==> config.mk <==
export PLATFORM = sky130hd
export DESIGN_NAME = afe_self_trigger
export DESIGN_NICKNAME = d
export VERILOG_FILES = /design/src/rtl/afe_self_trigger.sv
export SDC_FILE = /design/constraint.sdc
export NUM_CORES = 2
export LEC_CHECK = 0
export BUFFER_PORTS_ARGS = -buffer_cell sky130_fd_sc_hd__buf_2
export CORE_ASPECT_RATIO = 1.75
export CORE_MARGIN = 8
export CORE_UTILIZATION = 25
export DETAILED_ROUTE_END_ITERATION = 16
export HOLD_SLACK_MARGIN = 0.03
export PLACE_DENSITY = 0.51
export SYNTH_ARGS = -nofsm -noshare
export SYNTH_HDL_FRONTEND = slang
export SYNTH_SLANG_ARGS = --single-unit
export TNS_END_PERCENT = 10
==> constraint.sdc <==
create_clock -name clk -period 49 [get_ports clk]
set_input_delay 0 -clock clk [delete_from_list [all_inputs] [get_ports clk]]
set_output_delay 0 -clock clk [all_outputs]
set_load 0.005 [all_outputs]
==> src/rtl/afe_self_trigger.sv <==
// Per-channel self trigger on the 5 AFE x 9 slot x 16-bit filtered bus.
// Stage 1 registers the 40 data samples; stage 2 runs one IDLE/RUN/HOLD FSM per channel.
module afe_self_trigger #(
  parameter int unsigned HOLDOFF   = 64,
  parameter int unsigned MIN_ABOVE = 2
) (
  input  logic         clk,
  input  logic         reset_n,
  input  logic         en,
  input  logic [15:0]  threshold,
  input  logic [39:0]  ch_mask,
  input  logic         count_clr,
  input  logic [719:0] x,
  output logic [39:0]  trig,
  output logic         trig_any,
  output logic [31:0]  trig_count
);

  localparam int NUM_AFE  = 5;
  localparam int NUM_CH   = 8;
  localparam int NUM_SLOT = 9;
  localparam int SW       = 16;
  localparam int NUM_CHAN = NUM_AFE * NUM_CH;

  localparam logic [3:0]  RUN_TARGET = 4'(MIN_ABOVE);
  localparam logic [15:0] HOLD_INIT  = 16'(HOLDOFF);

  typedef enum logic [1:0] {
    IDLE = 2'd0,
    RUN  = 2'd1,
    HOLD = 2'd2
  } state_t;

  // Assertion is asynchronous; release is delayed two clk edges so every flop leaves reset together.
  logic [1:0] rst_sync;
  logic       rst_n;

  always_ff @(posedge clk or negedge reset_n) begin
    if (!reset_n) rst_sync <= 2'b00;
    else          rst_sync <= {rst_sync[0], 1'b1};
  end

  assign rst_n = rst_sync[1];

  logic [NUM_CHAN*SW-1:0] x_data;
  logic [NUM_AFE*SW-1:0]  unused_frame;

  for (genvar a = 0; a < NUM_AFE; a++) begin : g_afe
    for (genvar c = 0; c < NUM_CH; c++) begin : g_ch
      assign x_data[(a*NUM_CH+c)*SW +: SW] = x[(a*NUM_SLOT+c)*SW +: SW];
    end
    // Slot 8 is the pass-through frame slot and never feeds a channel.
    assign unused_frame[a*SW +: SW] = x[(a*NUM_SLOT+8)*SW +: SW];
  end

  logic [NUM_CHAN*SW-1:0] sample_q;

  // NOTE: sequential state uses non-blocking assignments so every flop samples pre-edge values.
  always_ff @(posedge clk or negedge rst_n) begin
    if (!rst_n) sample_q <= '0;
    else        sample_q <= x_data;
  end

  logic [NUM_CHAN-1:0] above;

  always_comb begin
    above = '0;
    for (int i = 0; i < NUM_CHAN; i++) begin
      above[i] = $signed(sample_q[i*SW +: SW]) > $signed(threshold);
    end
  end

  state_t              state_q [NUM_CHAN];
  state_t              state_d [NUM_CHAN];
  logic [3:0]          run_q   [NUM_CHAN];
  logic [3:0]          run_d   [NUM_CHAN];
  logic [15:0]         hold_q  [NUM_CHAN];
  logic [15:0]         hold_d  [NUM_CHAN];
  logic [NUM_CHAN-1:0] fire;

  // NOTE: every output of this block is defaulted first so no path can infer a latch.
  always_comb begin
    logic go;
    go   = 1'b0;
    fire = '0;
    for (int i = 0; i < NUM_CHAN; i++) begin
      state_d[i] = state_q[i];
      run_d[i]   = run_q[i];
      hold_d[i]  = hold_q[i];
      go         = 1'b0;
      if (!en || !ch_mask[i]) begin
        state_d[i] = IDLE;
        run_d[i]   = '0;
        hold_d[i]  = '0;
      end else begin
        unique case (state_q[i])
          IDLE: begin
            if (above[i]) begin
              run_d[i] = 4'd1;
              if (RUN_TARGET == 4'd1) go = 1'b1;
              else                    state_d[i] = RUN;
            end
          end
          RUN: begin
            if (above[i]) begin
              run_d[i] = run_q[i] + 4'd1;
              if (run_q[i] + 4'd1 == RUN_TARGET) go = 1'b1;
            end else begin
              state_d[i] = IDLE;
              run_d[i]   = '0;
            end
          end
          HOLD: begin
            // Re-arming needs the signal back at or below threshold once the holdoff has run out.
            if (hold_q[i] != '0) hold_d[i] = hold_q[i] - 16'd1;
            else if (!above[i])  state_d[i] = IDLE;
          end
          default: begin
            state_d[i] = IDLE;
            run_d[i]   = '0;
            hold_d[i]  = '0;
          end
        endcase
        if (go) begin
          state_d[i] = HOLD;
          run_d[i]   = '0;
          hold_d[i]  = HOLD_INIT;
        end
      end
      fire[i] = go;
    end
  end

  // NOTE: these are per-channel registers, not a RAM, so they are reset like any other flop.
  always_ff @(posedge clk or negedge rst_n) begin
    if (!rst_n) begin
      for (int i = 0; i < NUM_CHAN; i++) begin
        state_q[i] <= IDLE;
        run_q[i]   <= '0;
        hold_q[i]  <= '0;
      end
    end else begin
      state_q <= state_d;
      run_q   <= run_d;
      hold_q  <= hold_d;
    end
  end

  always_ff @(posedge clk or negedge rst_n) begin
    if (!rst_n) begin
      trig     <= '0;
      trig_any <= 1'b0;
    end else begin
      trig     <= fire;
      trig_any <= |fire;
    end
  end

  logic [31:0] count_q;

  // Clear wins over increment; the count sticks at all-ones instead of wrapping.
  always_ff @(posedge clk or negedge rst_n) begin
    if (!rst_n)                            count_q <= '0;
    else if (count_clr)                    count_q <= '0;
    else if (trig_any && count_q != '1)    count_q <= count_q + 32'd1;
  end

  assign trig_count = count_q;

endmodule

==> results.yml <==
route:
  routed_wl_um: 301000
  via_per_inst: 4.85
  drt-wirelength-per-cell_um: 19.3
  remaining_drc_errors: 0
  drt.antenna.violating_nets: 0
  first_iter_violations: 3818
  drtPass1Iterations: 5
  vias: 75600
floorplan:
  dieHeight_um: 790
  top_level_ports: 853
  die-area_um2: 362000
  core_um2: 341000
  fp.dieW_um: 458
  start_util_pct: 25.1
  rows: 284
clock_network:
  path_clk_slew_ns: 0.06
  clk_latency_ns: 0.85
  clockBufferDepth: 4
  clkSinkCount: 1595
  cts_root_buf: "clkbuf_16"
  post_cts_buffers: 0
  htreeDepth: 4
  cts_hold_buf: 1342
  ctsResizeCount: 0
  cts_tree: "yes"
  numCtsBuffers: 184
finish:
  finalInstanceArea_um2: 115000
  nets: 12600
  syn_to_final_growth_pct: 34.7
  multi_input_area_um2: 43700
  regArea_um2: 39900
  num-fill-cells: 34300
  drive_above_1_share_pct: 12.3
  fin_cells: 15600
status:
  outcome: "finished clean"
worst_setup_path:
  cp_slowest_stage_delay_ns: 0.79
  crit_chain: "ha_1 > and4_1 > nand2_1 > a2111oi_0 > nor3_1 > o211a_1 > and3_1 > nor4_2 > nand4_1 > or4_1"
  r2r_end: "trig_any"
  startpoint: "sample_q[543]"
  r2r_start: "sample_q[543]"
  crit_required_ns: 49.70
  start_kind: "flip-flop"
  arrival_ns: 5.80
  worst-r2r-cell-count: 10
  crit_path_end_kind: "flip-flop"
  r2r_slack_ns: 43.90
  cp_slowest_cell: "ha_1"
  critical_path_class: "reg -> reg"
  path_max_fanout: 9
power_and_ir_drop:
  p_per_area_nw_per_um2: 29.1
  pwr-share-clk_pct: 43.8
  p_leak_nw: 52.7
  netSwitchingFraction_pct: 27.2
  combinationalPowerShare_pct: 14.6
  intPower_mw: 2.44
  p_seq_share_pct: 41.6
  power_switching_mw: 0.913
  vdd_ir_drop_max_mv: 0.0317
logic_synthesis:
  synth_cells: 8685
  synthSimpleGateAreaFrac_pct: 19.0
  synth_most_common_cell: "dfrtp_1"
  ys_top_cells_by_count: "dfrtp_1 (1595), ha_1 (898), nor2_1 (766)"
  yosysSeqAreaShare_pct: 46.6
  synth_compound_area_share_pct: 16.4
  avgSynthCellArea_um2: 9.85
  ys_warn_count: 0
  syn_area_um2: 85600
  ys_top_cells_by_area: "dfrtp_1 (47%), ha_1 (13%), o21ai_0 (4.4%)"
  synth_ff_type: "dfrtp_1"
  synth_top_family_by_area: "simple AND/OR/NAND/NOR gates"
  syn_nets: 10400
  synthAdderAreaFrac_pct: 13.1
  synth_top_cell_area_share_pct: 46.6
  synth_edf_count: 0
  synthMuxAreaShare_pct: 0.839
  ys_types: 101
  synth-seq-cells: 1595
  async_reset_ff_share_pct: 100
  synth_xor_area_share_pct: 1.58
  synth_top_cell_by_area: "dfrtp_1"
sta:
  finalCriticalPeriod_ns: 5.10
  period_share_pct: 10.4
  slew_headroom_pct: 19.4
  fmax_mhz: 196
  whs_ns: 0.140
  fin_ws_ns: 43.90
  timing.final.max_slew_violations: 0
  setup_violations: 0
  setup_tns_ns: 0
  report.final.hold_viol_count: 0
  grt_setup_unrepaired: "false"
  finalClockSkew_ns: 0.0694
  worstMarginPinSlew_ns: 1.20
global_route:
  grt_max_degree: 175
  antenna_found_initial: 86
  gr-total-overflow: 0
  track_usage_pct: 16.0
  grt_pass1_vias: 78800
  grt_pass1_wl_um: 460000
min_path:
  hold_path.startpoint: "ch_mask[6]"
  hold_end: "state_q[66]"
  worstHoldPathCells: 4
  hold_path.class: "in -> reg"
placement:
  place_inst: 13800
  port-buffer-count: 772
  placed_cell_area_um2: 95400
  place_congestion: 0.800
  dpl.hpwl_um: 210000
  place_ws_ns: 43.15
flow_run:
  maxCapViolations: 0
## state kept, by name (all words and copies together), names as in the netlist
signal / count
hold_q: 640
rst_sync: 2
run_q: 160
sample_q: 640
state_q: 80
trig: 40
trig_any: 1
trig_count: 32
## worst max-delay path by stage
stage,endpoint,slack [ns]
2_1_floorplan,hold_q[0],1.25
3_3_place_gp,trig_any,43.19
3_5_place_dp,trig_any,43.15
4_1_cts,trig_any,43.59
5_1_grt,hold_q[598],43.29
6_report,trig_any,43.90
## layout make-up
type                       count  share of cell area (%)
clock buffer                 242                    4.50
inverter                     385                    1.29
antenna                       69                   0.150
sequential                  1595                    34.6
timing repair buffer        2225                    15.8
tap                         4433                    4.81
multi-input combinational   6544                    37.9
clock inverter                81                   0.925
## through the flow
stage / util [%] / total power [mW]
final: 33.8 / 3.35
after global routing: 33.8 / 3.51
after CTS: 33.7 / 3.41
after detailed placement: 28.0 / 1.82
after global placement: 28.0 / 1.82
after floorplan: - / 1.67
## per-layer routing
metal / vias up / share of wire (%) / GRT usage (%) / wire [um]
met5: - / 0.011 / 0 / 33
met4: 6 / 5.1 / 7.32 / 15400
met3: 694 / 4.0 / 2.43 / 12000
met2: 1637 / 51 / 29.4 / 154000
met1: 36900 / 40 / 18.2 / 119000
li1: 36400 / - / - / -
## power groups by stage
stage	Clock, mW	Sequential [mW]	Combinational (mW)
2_1_floorplan	0	1.43	0.240
3_3_place_gp	0	1.42	0.401
3_5_place_dp	0	1.42	0.403
4_1_cts	1.53	1.39	0.492
5_1_grt	1.57	1.40	0.549
6_report	1.47	1.39	0.491
## kinds of logic after synthesis
kind of cell / after synthesis
DFF: 1595
and+or+nand+nor: 3184
xor gates and xnor gates: 154
AOI/OAI and AO/OA: 2238
other: 1
adders and majority gates: 898
muxes: 69
buffers and inverters: 546
## critical path, delay by kind of cell, from the launching register on
family	cells	cell delay (ns)
DFF	1	0.58
and+or+nand+nor	7	2.73
AOI/OAI and AO/OA	2	0.79
adders and majority gates	1	0.79
## placed cells by master, fill, tap and decap left out, drive strengths merged, types with 25 or more instances in the layout
cell,netlist,layout
buf,21,883
xnor2,54,54
o22ai,50,50
xor2,100,100
a21oi,457,457
and3,61,61
o31ai,263,263
nand2b,104,104
mux2i,47,47
nand3b,45,45
diode,0,69
nand3,225,225
nor2,767,767
clkbuf,140,242
nor4,108,108
inv,384,391
dfrtp,1595,1595
or4b,26,26
clkinv,1,40
o21a,41,41
a211oi,42,42
or2,48,48
a21o,111,111
and4,32,32
o21ai,769,769
o41ai,61,61
a31oi,99,99
o21bai,27,27
and2,71,71
nor2b,191,191
nor3b,30,30
o211ai,72,72
dlygate4sd3,0,1342
nand2,692,692
or4,84,84
ha,898,898
nand4,160,160
nor3,284,284
or3,188,188
nor4b,25,25
No activity file was read; power rests on OpenSTA's default activity.
